[src/rtl/lif_layer_scheduler_pkg.sv]
// Shared widths, FSM state encoding, config bundle and the leak/saturate helper
// for the time-multiplexed LIF layer.
package lif_pkg;
  localparam int V_W       = 5;
  localparam int W_W       = 2;
  localparam int IN_SPIKES = 8;
  localparam int REF_W     = 5;
  localparam int DECAY_W   = 3;
  localparam int WWORD_W   = W_W * IN_SPIKES;

  typedef enum logic [1:0] {S_IDLE, S_FETCH, S_UPDATE, S_DONE} lif_state_e;

  // Step configuration captured on an accepted start.
  typedef struct packed {
    logic [V_W-1:0]     thr;
    logic [DECAY_W-1:0] decay;
    logic [REF_W-1:0]   rper;
  } lif_cfg_t;

  // Saturating add of potential and current with the leak applied before
  // saturation: (a+b) is kept at full width, the decay is floored at 0, and
  // only then is the result clamped to the potential range.
  function automatic logic [V_W-1:0] sat_add_leak(input logic [V_W-1:0] a,
                                                  input logic [V_W-1:0] b,
                                                  input logic [DECAY_W-1:0] d);
    logic [V_W:0] s;
    logic [V_W:0] dx;
    s  = {1'b0, a} + {1'b0, b};
    dx = {{(V_W+1-DECAY_W){1'b0}}, d};
    s  = (s >= dx) ? (s - dx) : '0;
    return s[V_W] ? {V_W{1'b1}} : s[V_W-1:0];
  endfunction
endpackage

[src/rtl/lif_layer_scheduler_if.sv]
// Weight memory read port: the scheduler is master, the weight RAM is slave.
// Read data is valid exactly one cycle after a read strobe.
interface lif_layer_scheduler_if #(parameter int IDX_W = 3);
  import lif_pkg::*;
  logic               wmem_rd_en;
  logic [IDX_W-1:0]   wmem_addr;
  logic [WWORD_W-1:0] wmem_rdata;

  modport master (output wmem_rd_en, output wmem_addr, input wmem_rdata);
  modport slave  (input wmem_rd_en, input wmem_addr, output wmem_rdata);
endinterface

[src/rtl/lif_layer_scheduler_update.sv]
// Combinational LIF datapath for one neuron: weighted input current, leak,
// saturation, threshold compare and refractory handling.
module lif_update_unit
  import lif_pkg::*;
(
  input  logic [IN_SPIKES-1:0] spikes_i,
  input  logic [WWORD_W-1:0]   wword_i,
  input  logic [V_W-1:0]       v_i,
  input  logic [REF_W-1:0]     ref_i,
  input  lif_cfg_t             cfg_i,
  output logic [V_W-1:0]       v_next_o,
  output logic [REF_W-1:0]     ref_next_o,
  output logic                 fire_o
);
  logic [V_W-1:0] cur;
  logic [V_W-1:0] s;

  // Input current: sum of 2-bit weights of the active presynaptic inputs (max 24).
  always_comb begin
    cur = '0;
    for (int k = 0; k < IN_SPIKES; k++)
      if (spikes_i[k]) cur = cur + V_W'(wword_i[W_W*k +: W_W]);
  end

  assign s = sat_add_leak(v_i, cur, cfg_i.decay);

  // Refractory neurons drain their counter and drop the current; others fire on s >= thr.
  always_comb begin
    v_next_o   = s;
    ref_next_o = '0;
    fire_o     = 1'b0;
    if (ref_i != '0) begin
      v_next_o   = '0;
      ref_next_o = ref_i - REF_W'(1);
    end else if (s >= cfg_i.thr) begin
      fire_o     = 1'b1;
      v_next_o   = '0;
      ref_next_o = cfg_i.rper;
    end
  end
endmodule

[src/rtl/lif_layer_scheduler.sv]
// Time-multiplexed LIF layer: one shared update unit walks NUM_NEURONS virtual
// neurons per step, fetching each weight word then writing back v/ref.
module lif_layer_scheduler
  import lif_pkg::*;
#(
  parameter int NUM_NEURONS = 8,
  parameter int IDX_W       = $clog2(NUM_NEURONS)
) (
  input  logic                    clk,
  input  logic                    reset,
  input  logic                    enable,
  input  logic                    start,
  input  logic [IN_SPIKES-1:0]    input_spikes,
  input  logic [V_W-1:0]          threshold,
  input  logic [DECAY_W-1:0]      decay,
  input  logic [REF_W-1:0]        refractory_period,
  lif_layer_scheduler_if.master   wmem,
  output logic                    busy,
  output logic                    done,
  output logic [NUM_NEURONS-1:0]  spikes_out,
  output logic [V_W-1:0]          dbg_potential
);
  lif_state_e             state_q;
  logic [IDX_W-1:0]       idx_q;
  logic [IN_SPIKES-1:0]   spk_q;
  lif_cfg_t               cfg_q;
  logic [V_W-1:0]         v_q   [NUM_NEURONS];
  logic [REF_W-1:0]       ref_q [NUM_NEURONS];
  logic [NUM_NEURONS-1:0] shadow_q, shadow_d;
  logic                   busy_q, done_q, rd_en_q;
  logic [IDX_W-1:0]       addr_q;
  logic [NUM_NEURONS-1:0] out_q;
  logic [V_W-1:0]         dbg_q;

  logic [V_W-1:0]   v_nx;
  logic [REF_W-1:0] ref_nx;
  logic             fire;
  logic             last;

  lif_update_unit u_upd (
    .spikes_i   (spk_q),
    .wword_i    (wmem.wmem_rdata),
    .v_i        (v_q[idx_q]),
    .ref_i      (ref_q[idx_q]),
    .cfg_i      (cfg_q),
    .v_next_o   (v_nx),
    .ref_next_o (ref_nx),
    .fire_o     (fire)
  );

  assign last = (idx_q == IDX_W'(NUM_NEURONS-1));

  // Shadow spike vector with the current neuron's result merged in, so the
  // final update can publish the full vector in the same edge as done.
  always_comb begin
    shadow_d        = shadow_q;
    shadow_d[idx_q] = fire;
  end

  // Step sequencer: IDLE -> (FETCH -> UPDATE)*N -> DONE -> IDLE; enable=0 freezes all.
  always_ff @(posedge clk or negedge reset) begin
    if (!reset) begin
      state_q  <= S_IDLE;
      idx_q    <= '0;
      spk_q    <= '0;
      cfg_q    <= '0;
      shadow_q <= '0;
      busy_q   <= 1'b0;
      done_q   <= 1'b0;
      rd_en_q  <= 1'b0;
      addr_q   <= '0;
      out_q    <= '0;
      dbg_q    <= '0;
      for (int i = 0; i < NUM_NEURONS; i++) begin
        v_q[i]   <= '0;
        ref_q[i] <= '0;
      end
    end else if (enable) begin
      done_q <= 1'b0;
      case (state_q)
        S_IDLE: if (start) begin
          spk_q   <= input_spikes;
          cfg_q   <= '{thr: threshold, decay: decay, rper: refractory_period};
          idx_q   <= '0;
          addr_q  <= '0;
          rd_en_q <= 1'b1;
          busy_q  <= 1'b1;
          state_q <= S_FETCH;
        end
        S_FETCH: begin
          rd_en_q <= 1'b0;
          state_q <= S_UPDATE;
        end
        S_UPDATE: begin
          v_q[idx_q]   <= v_nx;
          ref_q[idx_q] <= ref_nx;
          shadow_q     <= shadow_d;
          dbg_q        <= v_nx;
          if (last) begin
            out_q   <= shadow_d;
            done_q  <= 1'b1;
            state_q <= S_DONE;
          end else begin
            idx_q   <= idx_q + IDX_W'(1);
            addr_q  <= idx_q + IDX_W'(1);
            rd_en_q <= 1'b1;
            state_q <= S_FETCH;
          end
        end
        default: begin
          busy_q  <= 1'b0;
          state_q <= S_IDLE;
        end
      endcase
    end
  end

  assign wmem.wmem_rd_en = rd_en_q;
  assign wmem.wmem_addr  = addr_q;
  assign busy            = busy_q;
  assign done            = done_q;
  assign spikes_out      = out_q;
  assign dbg_potential   = dbg_q;
endmodule

[src/flat_wrapper.sv]
// flat-port wrapper written by rule: the top's interface ports become plain ports
module lif_layer_scheduler_flat import lif_pkg::*;
#(
  parameter int NUM_NEURONS = 8,
  parameter int IDX_W       = $clog2(NUM_NEURONS)
)
  (clk, reset, enable, start, input_spikes, threshold, decay, refractory_period, busy, done, spikes_out, dbg_potential, wmem_wmem_rd_en, wmem_wmem_addr, wmem_wmem_rdata);
  lif_layer_scheduler_if #(.IDX_W(IDX_W)) wmem_i ();
  input  logic clk;
  input  logic reset;
  input  logic enable;
  input  logic start;
  input  logic [IN_SPIKES-1:0] input_spikes;
  input  logic [V_W-1:0] threshold;
  input  logic [DECAY_W-1:0] decay;
  input  logic [REF_W-1:0] refractory_period;
  output logic busy;
  output logic done;
  output logic [NUM_NEURONS-1:0] spikes_out;
  output logic [V_W-1:0] dbg_potential;
  output wire logic [$bits(wmem_i.wmem_rd_en)-1:0] wmem_wmem_rd_en;
  output wire logic [$bits(wmem_i.wmem_addr)-1:0] wmem_wmem_addr;
  input wire logic [$bits(wmem_i.wmem_rdata)-1:0] wmem_wmem_rdata;
  assign wmem_wmem_rd_en = wmem_i.wmem_rd_en;
  assign wmem_wmem_addr = wmem_i.wmem_addr;
  assign wmem_i.wmem_rdata = wmem_wmem_rdata;
  lif_layer_scheduler #(.NUM_NEURONS(NUM_NEURONS), .IDX_W(IDX_W)) u_core (.clk(clk), .reset(reset), .enable(enable), .start(start), .input_spikes(input_spikes), .threshold(threshold), .decay(decay), .refractory_period(refractory_period), .wmem(wmem_i), .busy(busy), .done(done), .spikes_out(spikes_out), .dbg_potential(dbg_potential));
endmodule
[config.mk]
export PLATFORM = sky130hd
export DESIGN_NAME = lif_layer_scheduler_flat
export DESIGN_NICKNAME = d
export VERILOG_FILES = /design/src/rtl/lif_layer_scheduler_pkg.sv /design/src/rtl/lif_layer_scheduler_if.sv /design/src/rtl/lif_layer_scheduler_update.sv /design/src/rtl/lif_layer_scheduler.sv /design/src/flat_wrapper.sv
export SDC_FILE = /design/constraint.sdc
export NUM_CORES = 1
export LEC_CHECK = 0
export ABC_AREA = 1
export CELL_PAD_IN_SITES_DETAIL_PLACEMENT = 0
export CELL_PAD_IN_SITES_GLOBAL_PLACEMENT = 1
export CORE_AREA = 5 5 146 183
export CTS_CLUSTER_DIAMETER = 40
export DETAILED_ROUTE_END_ITERATION = 10
export DIE_AREA = 0 0 151 188
export DONT_BUFFER_PORTS = 1
export PLACE_DENSITY = 0.67
export SLEW_MARGIN = 20
export SYNTH_ARGS = -nofsm -noshare
export SYNTH_HDL_FRONTEND = slang
export SYNTH_SLANG_ARGS = --single-unit
[constraint.sdc]
create_clock -name clk -period 10.2 [get_ports clk]
set_input_delay 3.06 -clock clk [delete_from_list [all_inputs] [get_ports clk]]
set_output_delay 3.06 -clock clk [all_outputs]
set_load 0.005 [all_outputs]
Word-level counts from Yosys, hierarchy flattened:

Cells that the tools add are included.

* bits in registers: 130
* bits of input ports: 41
* output and inout port bits: 19
* word-level logic and storage cells: 107

* $add $sub $neg: 11
* $lt $le $gt $ge: 6
* eq/ne operators: 5
* mux-type cells: 41
* bitwise operators: 2
* reduce and logical (&&, ||, !) cells: 14

Operator list (number)
* 2-to-1 mux 5 bit: 17
* bitwise mux 40 bit: 2
* adder 5 x 2 -> 5 bit: 7
* binary-select mux 5 bit (select 3 bit): 2
* demux 5 bit (select 3 bit): 1
* AND reduction 3 bit: 3
* bitwise mux 8 bit: 1
* AND reduction 4 bit: 2
* 2-to-1 mux 1 bit: 7
* adder 5 x 5 -> 6 bit: 1
* greater-or-equal comparator 6 x 3 -> 1 bit: 1
* 2-to-1 mux 2 bit: 3
* 2-to-1 mux 3 bit: 2
* 2-to-1 mux 6 bit: 1
* one-hot mux 2 bit (3 select lines): 1
* one-hot mux 3 bit (2 select lines): 1
* subtractor 6 x 3 -> 6 bit: 1
* greater-or-equal comparator 5 bit: 1
* nonzero test 5 bit: 1
* subtractor 5 x 1 -> 5 bit (second input constant): 1
* greater-or-equal comparator 4 bit (second input constant): 1
* less-than comparator 3 x 4 -> 1 bit (second input constant): 1
* less-than comparator 4 x 1 -> 1 bit (second input constant): 1
* inequality test 2 bit (second input constant): 2
* 16 further kinds: 18

Depth between registers and ports, before layout:

* word-level depth: 23
* gate-level depth with buffers: 50
* depth with buffers taken out: 50

By module:

Synthesis repeated with hierarchy kept, for this count alone.

* cell total of the unflattened synthesis: 1061
* area, all modules: 7800.0 µm²

By module, submodules not included
* lif_layer_scheduler: times used 1, cells each 778, area an instance 6163.4 µm², seq. area each 3253.1 µm²
* lif_update_unit: times used 1, cells each 283, area an instance 1636.6 µm², seq. area each 0.0 µm²

Worst setup path after synthesis:

Ideal clock, no wire load.

* path kind: input -> register
* start point: input port wmem_wmem_rdata[0]
* end point: register u_core.v_q[10] (netlist name)
* library setup time: 0.067 ns
* data arrival time: 12.144 ns
* required time: 10.133 ns
* slack: -2.011 ns
* stages on the path: 47
* buffers on the path: 1
* path through: nand2_1 -> inv_1 -> ha_1 -> fa_1 -> inv_1 -> o21ai_0 -> inv_1 -> fa_1 -> o21ai_0 -> inv_1 -> fa_1 -> o21ai_0 -> inv_1 -> fa_1 -> o21ai_0 -> fa_1 -> or2_2 -> nand2_1 -> [... 11 more ...] -> nand2_1 -> nand2_1 -> a31oi_1 -> nand3_1 -> xor2_1 -> nand2_1 -> o21ai_1 -> ha_1 -> nand2_1 -> inv_1 -> nand3_1 -> o221ai_1 -> a21oi_1 -> inv_1 -> nor2_8 -> buf_6 -> nand3_1 -> nand2_1

* cells in the longest elaborated chain, start to end: 23
* elaborated cells between the ends (all ways): 24
* those cells by class: 9 x add/sub; 2 x order compare; 13 x mux

RTL lines
* start, declared: line flat_wrapper.sv:23 `input wire logic [$bits(wmem_i.wmem_rdata)-1:0] wmem_wmem_rdata;`
* 2-to-1 mux 2 bit *: line lif_layer_scheduler_update.sv:22 `if (spikes_i[k]) cur = cur + V_W'(wword_i[W_W*k +: W_W]);`
* adder 5 x 2 -> 5 bit: line lif_layer_scheduler_update.sv:22
* 2-to-1 mux 5 bit *: line lif_layer_scheduler_update.sv:22
* adder 5 x 2 -> 5 bit: line lif_layer_scheduler_update.sv:22
* 2-to-1 mux 5 bit *: line lif_layer_scheduler_update.sv:22
* adder 5 x 2 -> 5 bit: line lif_layer_scheduler_update.sv:22
* 2-to-1 mux 5 bit *: line lif_layer_scheduler_update.sv:22
* adder 5 x 2 -> 5 bit: line lif_layer_scheduler_update.sv:22
* [... 7 more ...]
* adder 5 x 5 -> 6 bit *: line lif_layer_scheduler_pkg.sv:28 `s = {1'b0, a} + {1'b0, b};`
* subtractor 6 x 3 -> 6 bit / greater-or-equal comparator 6 x 3 -> 1 bit (equally long branches): line lif_layer_scheduler_pkg.sv:30 `s = (s >= dx) ? (s - dx) : '0;`
* 2-to-1 mux 6 bit *: line lif_layer_scheduler_pkg.sv:30
* 2-to-1 mux 5 bit *: line lif_layer_scheduler_pkg.sv:31 `return s[V_W] ? {V_W{1'b1}} : s[V_W-1:0];`
* greater-or-equal comparator 5 bit: line lif_layer_scheduler_update.sv:35 `end else if (s >= cfg_i.thr) begin`
* 2-to-1 mux 5 bit *: line lif_layer_scheduler_update.sv:35
* 2-to-1 mux 5 bit *: line lif_layer_scheduler_update.sv:32 `if (ref_i != '0) begin`
* bitwise mux 40 bit *: line lif_layer_scheduler.sv:95 `v_q[idx_q] <= v_nx;`
* end signal, assigned by index: line lif_layer_scheduler.sv:95
* end, declared: line lif_layer_scheduler.sv:27 `logic [V_W-1:0] v_q [NUM_NEURONS];`

Mark *: on every way between the ends. The rest lies on a longest branch, timed or not.
A chain may end at the register's enable or synchronous reset.

Final worst setup path:

* start point: input port wmem_wmem_rdata[0]
* end point: register u_core.v_q[31] (netlist name)

Same word-level chain as after synthesis.

==> summary.md <==
| Metric | Value |
|---|---|
| Async S/R FF share, synth | 1.00 |
| Placer Congestion | 0.790 |
| Total CTS buffers | 17 |
| Flop and latch count out of synthesis | 130 |
| Final Util | 0.378 |
| Die Area | 28400 sq um |
| # rows | 65 |
| Worst rel slew slack | 0.597 |
| Nets | 1101 |
| Post-DR vias/cell | 4.58 |
| DRT antenna net count | 0 |
| Area Growth Syn to Fin | 28.0% |
| Max-cap violation count | 0 |
| Routed vias | 6250 |
| Final worst slack | -0.397 ns |
| CP peak stage delay | 0.54 ns |
| WL per Instance | 15.5 microns |
| Initial Util | 0.295 |
| Top_reg_cell synth | dfrtp_1 |
| Worst slew pin tran | 0.603 ns |
| Worst-Skew Late Latency | 0.41 ns |
| Required @ worst endpoint | 10.55 ns |
| Status | finished, violations left |
| Cell Area, Synth | 7340 sq um |
| Failing checks | setup timing |
| Final period util | 1.04 |
| # IOs | 60 |
| Vias in the first global route | 6541 |
| Grt total ovfl | 0 |
| Syn Area/Cell | 7.82 sq um |
| Most frequent cell after synthesis | nand2_1 |
| Final setup viols | 101 |
| H-tree levels | 4 |
| Final Hold Viols | 0 |
| Crit path arrival time | 10.94 ns |
| Synth unique cells | 37 |
| GRT Overall Usage | 0.157 |
| CORE AREA | 24900 sq um |
| Max Freq | 94.4 MHz |
| Placed insts | 1309 |
| First-pass GRT wire length | 34.9 mm |
| Total clock sinks | 130 |
| Initial DRT Pass Iterations | 5 |
| Drt initial violations | 250 |
| Critical path class | in2reg |
| CTS tree | built |
| Crit-path max FO | 5 |
| Die Y | 188 microns |
| Clock transition at path regs | 0.06 ns |
| Largest net degree at the start of global routing | 131 |
| Final worst path period need | 10.60 ns |
| Routed WL | 21.1 mm |
| RSZ-0062 raised after global routing | yes |
| Layout Skew | 0.00897 ns |
| Share of the synthesized area in the top cell type | 0.443 |
| Syn nets | 1022 |
| Antenna violations before repair | 0 |
| YS warnings | 0 |
| Cell taking the most area after synthesis | dfrtp_1 |
| CP Launch Type | primary input |
| Post-synth EDFFs | 0 |
| Hold_ws | 0.477 ns |
| Post-DP HPWL | 14.6 mm |
| Fin cells | 1364 |
| IO Port Bufs | 0 |
| Min-Delay Path Class | reg2reg |
| Place WS | -0.950 ns |
| Share of layout cells above drive strength 1 | 0.221 |
| DIE WIDTH | 151 microns |
| Clk buf depth | 2 |
| CTS Hold Bufs | 0 |
| Synth cell count leaders | nand2_1, dfrtp_1, inv_1 |
| Clk root buf | clkbuf_16 |
| Area contributors post-synth | dfrtp_1, nand2_1, inv_1 |
| Count of mapped cells out of synthesis | 939 |
| Slowest stage cell, crit path | fa_1 |
| Diodes inserted | 0 |
| FILL cells | 2605 |
| Residual DRC | 0 |
| Final Max Tran Viols | 0 |
| Register area share after synthesis | 0.443 |
| CP endpoint kind | flip-flop |
-- critical path, delay by kind of cell --
| family | cells | cell delay [ns] |
|---|---|---|
| XOR/XNOR | 2 | 0.43 |
| AO/OA/AOI/OAI | 8 | 1.07 |
| adder cells (fa/ha/maj) | 11 | 4.39 |
| AND/OR/NAND/NOR | 16 | 1.35 |
| buffers and inverters | 9 | 0.62 |
-- metal layers --
metal | vias to the layer above | global-route usage | routed length, microns
li1 | 3150 | - | -
met5 | - | 0 | 0
met4 | 0 | 0.0440 | 329
met2 | 115 | 0.275 | 10600
met3 | 21 | 0.0273 | 810
met1 | 2964 | 0.196 | 9360
-- final timing paths --
kind | from | cells past startpoint | slack [ns] | endpoint
setup / recovery | wmem_wmem_rdata[0] | 46 | -0.40 | u_core.v_q[31]$_DFFE_PN0P_
hold / removal | u_core.v_q[30]$_DFFE_PN0P_ | 2 | 0.48 | u_core.v_q[30]$_DFFE_PN0P_
setup reg to reg | u_core.spk_q[0]$_DFFE_PN0P_ | 46 | 1.75 | u_core.v_q[31]$_DFFE_PN0P_
hold reg to reg | u_core.v_q[30]$_DFFE_PN0P_ | 2 | 0.48 | u_core.v_q[30]$_DFFE_PN0P_
max in group asynchronous | reset | 0 | 7.59 | u_core.v_q[23]$_DFFE_PN0P_
min in group asynchronous | reset | 0 | 2.36 | u_core.v_q[20]$_DFFE_PN0P_
-- state kept, by name (all words and copies together), names as in the netlist --
| name | cells |
|---|---|
| u_core.busy | 1 |
| u_core.shadow_q | 8 |
| u_core.spikes_out | 8 |
| u_core.done | 1 |
| u_core.wmem.wmem_addr | 3 |
| u_core.wmem.wmem_rd_en | 1 |
| u_core.spk_q | 8 |
| u_core.ref_q | 40 |
| u_core.v_q | 40 |
| u_core.state_q | 2 |
| u_core.dbg_potential | 5 |
| u_core.cfg_q | 13 |
-- layout make-up --
type	instances	area [sq um]	area share
Sequential cell	130	3250	0.346
Inverter	134	508	0.0541
Timing Repair Buffer	77	703	0.0748
Clock buffer	20	437	0.0465
Clock inverter	10	114	0.0121
Multi-Input combinational cell	658	3960	0.422
Tap cell	335	419	0.0446
-- cells in the final DEF (no fill, tap or decap), types with 6 or more instances in the layout --
cell type and n:
inv_1 111, nor2_1 35, ha_1 27, nand4_1 9, buf_4 64, a22oi_1 6, nand2_4 10, nand2_1 312
a21oi_1 29, nand3_2 19, a221oi_1 6, fa_1 6, mux2_2 8, o22ai_1 8, nand3_1 54, dfrtp_1 130
o21ai_1 34, o21ai_0 15, buf_6 6, ha_4 6, inv_2 18, o21ai_2 6, clkbuf_16 17, nand2_2 20
-- through the flow --
stage | setup TNS (ns) | area [sq um]
5_1_grt | -68.00 | 9400
6_report | -33.96 | 9400
4_1_cts | -36.80 | 9260
3_5_place_dp | -90.36 | 8350
2_1_floorplan | -65.35 | 7580
3_3_place_gp | -80.66 | 8350
-- timing repair --
item,4_1_cts,5_1_grt
pin swaps,27,12
setup buffers,20,3
gates resized for setup,42,26
setup endpoints to repair,101,101
cloned,2,0
-- logic make-up after synthesis --
logic type	after synthesis	share of synthesized area
and+or+nand+nor	477	0.277
buffers and inverters	151	0.0813
DFF	130	0.443
AOI/OAI and AO/OA	124	0.0968
adders and majority gates	42	0.0808
muxes	8	0.0123
xor gates and xnor gates	7	0.00835
Power is left out: the tool's default activity adds up to more than one toggle a clock period on the data nets, which glitch-free logic cannot reach.
